**src/rtl/grb_pkg.sv**
```systemverilog
// Shared types and default timing for the GRB LED-chain shipper.
package grb_pkg;

    typedef enum logic [1:0] {
        IDLE  = 2'd0,
        SEND  = 2'd1,
        LATCH = 2'd2,
        DONE  = 2'd3
    } grb_state_e;

    localparam int unsigned GRB_BITS     = 24;
    localparam int unsigned DEF_NUM_LEDS = 8;
    localparam int unsigned DEF_T0H      = 20;
    localparam int unsigned DEF_T1H      = 40;
    localparam int unsigned DEF_TBIT     = 63;
    localparam int unsigned DEF_TLATCH   = 2500;

    function automatic int unsigned max_u(input int unsigned a, input int unsigned b);
        return (a > b) ? a : b;
    endfunction

    // Address width is never narrower than one bit, even for a single LED.
    function automatic int unsigned addr_width(input int unsigned n);
        return (n > 1) ? $clog2(n) : 1;
    endfunction

endpackage

```
**src/rtl/grb_bit_encoder.sv**
```systemverilog
// Shared SEND/LATCH timing counter plus high/low shaping of the serial line.
module grb_bit_encoder
    import grb_pkg::*;
#(
    parameter int unsigned T0H    = DEF_T0H,
    parameter int unsigned T1H    = DEF_T1H,
    parameter int unsigned TBIT   = DEF_TBIT,
    parameter int unsigned TLATCH = DEF_TLATCH
) (
    input  logic clk,
    input  logic reset,
    input  logic sending,
    input  logic latching,
    input  logic send_next,
    input  logic latch_next,
    input  logic bit_next,
    output logic dout,
    output logic bit_end_c,
    output logic latch_end_c
);

    localparam int unsigned CW = $clog2(max_u(TBIT, TLATCH) + 1);

    logic [CW-1:0] cnt;
    logic [CW-1:0] cnt_nxt_c;
    logic [CW-1:0] high_c;

    // dout is registered from next-cycle values so it lines up with the state it belongs to.
    always_comb begin
        bit_end_c   = sending  && (cnt == CW'(TBIT - 1));
        latch_end_c = latching && (cnt == CW'(TLATCH - 1));
        high_c      = bit_next ? CW'(T1H) : CW'(T0H);
        cnt_nxt_c   = '0;
        if (send_next && sending && !bit_end_c) begin
            cnt_nxt_c = cnt + CW'(1);
        end else if (latch_next && latching) begin
            cnt_nxt_c = cnt + CW'(1);
        end
    end

    always_ff @(posedge clk or posedge reset) begin
        if (reset) begin
            cnt  <= '0;
            dout <= 1'b0;
        end else begin
            cnt  <= cnt_nxt_c;
            dout <= send_next && (cnt_nxt_c < high_c);
        end
    end

endmodule

```
**src/rtl/grb_shipper.sv**
```systemverilog
// Frame sequencer: fetches pixels, shifts 24 GRB bits per LED MSB first, then latches.
module grb_shipper
    import grb_pkg::*;
#(
    parameter int unsigned NUM_LEDS = DEF_NUM_LEDS,
    parameter int unsigned T0H      = DEF_T0H,
    parameter int unsigned T1H      = DEF_T1H,
    parameter int unsigned TBIT     = DEF_TBIT,
    parameter int unsigned TLATCH   = DEF_TLATCH
) (
    input  logic                                clk,
    input  logic                                reset,
    input  logic                                shipGRB,
    input  logic [GRB_BITS-1:0]                 grb_data,
    output logic [addr_width(NUM_LEDS)-1:0]     led_addr,
    output logic                                dout,
    output logic                                Done,
    output logic                                busy
);

    localparam int unsigned AW  = addr_width(NUM_LEDS);
    localparam int unsigned BCW = $clog2(GRB_BITS);

    if (!(T0H > 0 && T0H < T1H && T1H < TBIT && TBIT >= 4 && TLATCH >= 1 &&
          NUM_LEDS >= 1 && NUM_LEDS <= 256)) begin : g_bad_params
        $error("grb_shipper: illegal NUM_LEDS/T0H/T1H/TBIT/TLATCH combination");
    end

    grb_state_e          state, state_nxt_c;
    logic [GRB_BITS-1:0] shreg, shreg_nxt_c;
    logic [BCW-1:0]      bitcnt, bitcnt_nxt_c;
    logic [AW-1:0]       led_idx, led_idx_nxt_c;
    logic [AW-1:0]       addr_nxt_c;
    logic                bit_end_c;
    logic                latch_end_c;

    grb_bit_encoder #(
        .T0H    (T0H),
        .T1H    (T1H),
        .TBIT   (TBIT),
        .TLATCH (TLATCH)
    ) u_enc (
        .clk         (clk),
        .reset       (reset),
        .sending     (state == SEND),
        .latching    (state == LATCH),
        .send_next   (state_nxt_c == SEND),
        .latch_next  (state_nxt_c == LATCH),
        .bit_next    (shreg_nxt_c[GRB_BITS-1]),
        .dout        (dout),
        .bit_end_c   (bit_end_c),
        .latch_end_c (latch_end_c)
    );

    // Next-state logic; led_addr runs one bit ahead so grb_data is ready at the LED boundary.
    always_comb begin
        state_nxt_c   = state;
        shreg_nxt_c   = shreg;
        bitcnt_nxt_c  = bitcnt;
        led_idx_nxt_c = led_idx;
        addr_nxt_c    = led_addr;
        case (state)
            IDLE: begin
                addr_nxt_c = '0;
                if (shipGRB) begin
                    state_nxt_c   = SEND;
                    shreg_nxt_c   = grb_data;
                    bitcnt_nxt_c  = '0;
                    led_idx_nxt_c = '0;
                end
            end
            SEND: begin
                if (bit_end_c) begin
                    shreg_nxt_c  = {shreg[GRB_BITS-2:0], 1'b0};
                    bitcnt_nxt_c = bitcnt + BCW'(1);
                    if (bitcnt == BCW'(GRB_BITS - 2) && led_idx != AW'(NUM_LEDS - 1)) begin
                        addr_nxt_c = led_idx + AW'(1);
                    end
                    if (bitcnt == BCW'(GRB_BITS - 1)) begin
                        bitcnt_nxt_c = '0;
                        if (led_idx == AW'(NUM_LEDS - 1)) begin
                            state_nxt_c   = LATCH;
                            addr_nxt_c    = '0;
                            led_idx_nxt_c = '0;
                        end else begin
                            shreg_nxt_c   = grb_data;
                            led_idx_nxt_c = led_idx + AW'(1);
                        end
                    end
                end
            end
            LATCH: begin
                if (latch_end_c) begin
                    state_nxt_c = DONE;
                end
            end
            DONE: begin
                state_nxt_c = IDLE;
            end
            default: begin
                state_nxt_c = IDLE;
            end
        endcase
    end

    always_ff @(posedge clk or posedge reset) begin
        if (reset) begin
            state    <= IDLE;
            shreg    <= '0;
            bitcnt   <= '0;
            led_idx  <= '0;
            led_addr <= '0;
            Done     <= 1'b0;
            busy     <= 1'b0;
        end else begin
            state    <= state_nxt_c;
            shreg    <= shreg_nxt_c;
            bitcnt   <= bitcnt_nxt_c;
            led_idx  <= led_idx_nxt_c;
            led_addr <= addr_nxt_c;
            Done     <= (state_nxt_c == DONE);
            busy     <= (state_nxt_c != IDLE);
        end
    end

endmodule

```
**config.mk**
```make
export PLATFORM = sky130hd
export DESIGN_NAME = grb_shipper
export DESIGN_NICKNAME = d
export VERILOG_FILES = /design/src/rtl/grb_pkg.sv /design/src/rtl/grb_bit_encoder.sv /design/src/rtl/grb_shipper.sv
export SDC_FILE = /design/constraint.sdc
export NUM_CORES = 1
export LEC_CHECK = 0
export BUFFER_PORTS_ARGS = -buffer_cell sky130_fd_sc_hd__clkbuf_2
export CORE_MARGIN = 2
export CORE_UTILIZATION = 56
export DETAILED_ROUTE_END_ITERATION = 8
export PLACE_DENSITY_LB_ADDON = 0.3
export SLEW_MARGIN = 30
export SYNTH_ARGS = -nofsm -noshare
export SYNTH_HDL_FRONTEND = slang
export SYNTH_SLANG_ARGS = --single-unit
```
**constraint.sdc**
```tcl
create_clock -name clk -period 8.2 [get_ports clk]
set_clock_uncertainty 0.15 [all_clocks]
set_input_delay 1.23 -clock clk [delete_from_list [all_inputs] [get_ports clk]]
set_output_delay 1.23 -clock clk [all_outputs]
set_load 0.02 [all_outputs]
```
==> impl_metrics.env <==
export IMPL_ys_seq_area_frac=0.501
export IMPL_core_area_mm2=0.00441
export IMPL_grt_pass1_vias=1851
export IMPL_stdcell_count=348
export IMPL_dpl_hpwl_um=3450
export IMPL_max_stage_delay_ns=0.40
export IMPL_track_usage=0.205
export IMPL_cts_buffer_depth=2
export IMPL_postSynthAreaPerCell_um2=9.84
export IMPL_p_seq_frac=0.566
export IMPL_mostFrequentLayoutCells="nand2_1 (57), dfrtp_1 (52), clkbuf_2 (32)"
export IMPL_hold_buffers=0
export IMPL_fin_tns_setup_ns=0
export IMPL_synth_cells=264
export IMPL_cts_sinks=52
export IMPL_cts_resized=0
export IMPL_power_density_mw_per_mm2=161
export IMPL_drt_initial_drc_count=121
export IMPL_area_delta_synth_final_pct=12.1
export IMPL_die_x_um=72.1
export IMPL_antenna_cells=0
export IMPL_power_switching_w=0.0000967
export IMPL_slew_violations=0
export IMPL_layout_drive_gt1_share=0.186
export IMPL_crit_fanout=24
export IMPL_slew_headroom=0.601
export IMPL_vias_per_cell=5.74
export IMPL_cts_max_level=2
export IMPL_end_kind="flop"
export IMPL_final_nets=331
export IMPL_firstDrtPassIters=5
export IMPL_max_vdd_ir_drop_v=0.000121
export IMPL_cp_slowest_cell="dfrtp_1"
export IMPL_rows=24
export IMPL_yosysTopAreaCellShare=0.501
export IMPL_postRouteWirelength_um=4910
export IMPL_worstMarginPinSlew_ns=0.599
export IMPL_initial_core_util=0.588
export IMPL_crit_buf_inv=2
export IMPL_crit_required_ns=8.28
export IMPL_postCtsSetupBuffers=0
export IMPL_synth_area_leader_cell="dfrtp_1"
export IMPL_ys_ff_latch=52
export IMPL_grt_pass1_wl_um=8280
export IMPL_ys_async_sr_fraction=1.00
export IMPL_routedWlPerCell_um=14.1
export IMPL_num_vias=1997
export IMPL_hold_violations=0
export IMPL_rsz0062_at_grt="false"
export IMPL_p_leak_nw=1.33
export IMPL_place_congestion=0.825
export IMPL_yosys_warnings=0
export IMPL_cts_buffers=5
export IMPL_p_comb_frac=0.047
export IMPL_die_area_mm2=0.00520
export IMPL_grt_max_degree=53
export IMPL_ant_nets=0
export IMPL_pre_cts_ws_ns=4.85
export IMPL_crit_chain="ha_1, ha_1, and4bb_2, nand2_1, o21ai_1, buf_4, a221o_1, inv_1, ha_1, and3_1, nand2b_1, a41oi_1, a211oi_2"
export IMPL_synthTopCellsByArea="dfrtp_1 (50%), nand2_1 (8.2%), a22oi_1 (6.6%), ha_1 (4.3%), nor2_1 (3.0%)"
export IMPL_worst_slack_ns=5.06
export IMPL_synthFlopType="dfrtp_1"
export IMPL_synth_edff_count=0
export IMPL_hold_class="flop to flop"
export IMPL_fmax_mhz=319
export IMPL_period_needed_ns=3.14
export IMPL_cts_root_buf="clkbuf_8"
export IMPL_p_int_w=0.000372
export IMPL_cp_arrival_ns=3.21
export IMPL_r2r_cells=13
export IMPL_port_buffers=32
export IMPL_ios=33
export IMPL_worstSetupPathType="flop to flop"
export IMPL_place_inst=340
export IMPL_setup_violations_final=0
export IMPL_finalCritPeriodShare=0.382
export IMPL_outcome="completed"
export IMPL_min_path_cells=2
export IMPL_fillers=356
export IMPL_cts_tree="yes"
export IMPL_path_clk_slew_ns=0.09
export IMPL_critPathLaunchType="flop"
export IMPL_synth_nets=300
export IMPL_worst_path_most_repeated_cell="ha_1"
export IMPL_cap_violations=0
export IMPL_grt_overflow=0
export IMPL_swShare=0.206
export IMPL_remaining_drc_errors=0
export IMPL_clk_latency_ns=0.30
export IMPL_antenna_found_initial=0
export IMPL_ys_types=52
export IMPL_die_y_um=72.1
export IMPL_pwr_share_clk=0.387
export IMPL_final_common_cell="nand2_1"
export IMPL_crit_family="compound AO/OA/AOI/OAI gates"
export IMPL_netlist_area_mm2=0.00260
export IMPL_cp_num_cells=13
export IMPL_p_total_w=0.000469
==> path summary, 6_finish.rpt <==
check	start	slack (ns)	end
min reg2reg	led_addr[0]$_DFFE_PP0P_	0.33	led_addr[0]$_DFFE_PP0P_
max in group asynchronous	reset	6.66	bitcnt[1]$_DFFE_PP0P_
min in group asynchronous	reset	0.84	u_enc.cnt[1]$_DFF_PP0_
max	led_idx[0]$_DFFE_PP0P_	5.06	u_enc.dout$_DFF_PP0_
max reg2reg	led_idx[0]$_DFFE_PP0P_	5.06	u_enc.dout$_DFF_PP0_
min	led_addr[0]$_DFFE_PP0P_	0.33	led_addr[0]$_DFFE_PP0P_
==> cell usage after synthesis, types with 2 or more instances <==
cell,instances
nand2_1,57
dfrtp_1,52
a22oi_1,23
nor2_1,21
ha_1,9
inv_1,9
o21ai_0,8
xnor2_1,7
buf_2,6
nand3_1,6
a21oi_1,5
and3_1,5
xor2_1,5
nand4_1,4
a22o_1,3
clkbuf_1,3
and4_1,2
nand2b_1,2
nor4_1,2
o2bb2ai_1,2
o31ai_1,2
==> tightest hold or removal path, cell delays in order, from the launching register on <==
cell	delay, ns
dfrtp_1	0.35
nand2_1	0.04
o21ai_0	0.06
==> layout make-up <==
class / instances / area (um^2) / share of cell area
clock inverters: 2 / 38.8 / 0.0133
multi-input cells: 192 / 1210 / 0.414
repair buffers: 35 / 183 / 0.0627
clock buffers: 6 / 82.6 / 0.0284
inverters: 9 / 36.3 / 0.0125
flip-flops and latches: 52 / 1300 / 0.447
well taps: 52 / 65.1 / 0.0223
==> metal layers <==
layer  routed length (um)  GRT usage  up-vias
li1                     -          -     1004
met5                    0          0        -
met1                 2340      0.277      945
met3                  214     0.0514        6
met4                   57     0.0734        0
met2                 2300      0.323       42
==> cells by family after synthesis <==
logic type / share of synthesized area
and+or+nand+nor: 0.209
adders and majority gates: 0.0434
buffers and inverters: 0.0361
AOI/OAI and AO/OA: 0.166
DFF: 0.501
xor gates and xnor gates: 0.0405
muxes: 0.00433
==> stage by stage <==
| step | area [um^2] | utilization | hold slack [ns] |
|---|---|---|---|
| 6_report | 2910 | 0.660 | 0.333 |
| 5_1_grt | 2910 | 0.660 | 0.371 |
| 4_1_cts | 2910 | 0.659 | 0.342 |
| 3_5_place_dp | 2790 | 0.632 | 0.322 |
| 3_3_place_gp | 2790 | 0.631 | 0.316 |
| 2_1_floorplan | 2600 | - | 0.308 |
==> flip-flops by register name, indices dropped and copies added (netlist names) <==
signal and flops:
Done 1, bitcnt 5, busy 1, led_addr 3, led_idx 3, shreg 24, state 2, u_enc.cnt 12
u_enc.dout 1
==> power by group through the flow <==
| stage | clock, W | combinational (W) | sequential (W) |
|---|---|---|---|
| 3_5_place_dp | 0 | 0.0000224 | 0.000271 |
| 4_1_cts | 0.000186 | 0.0000227 | 0.000266 |
| 5_1_grt | 0.000197 | 0.0000253 | 0.000266 |
| 2_1_floorplan | 0 | 0.0000126 | 0.000270 |
| 3_3_place_gp | 0 | 0.0000218 | 0.000271 |
| 6_report | 0.000182 | 0.0000219 | 0.000266 |
No activity file was read; power rests on OpenSTA's default activity.
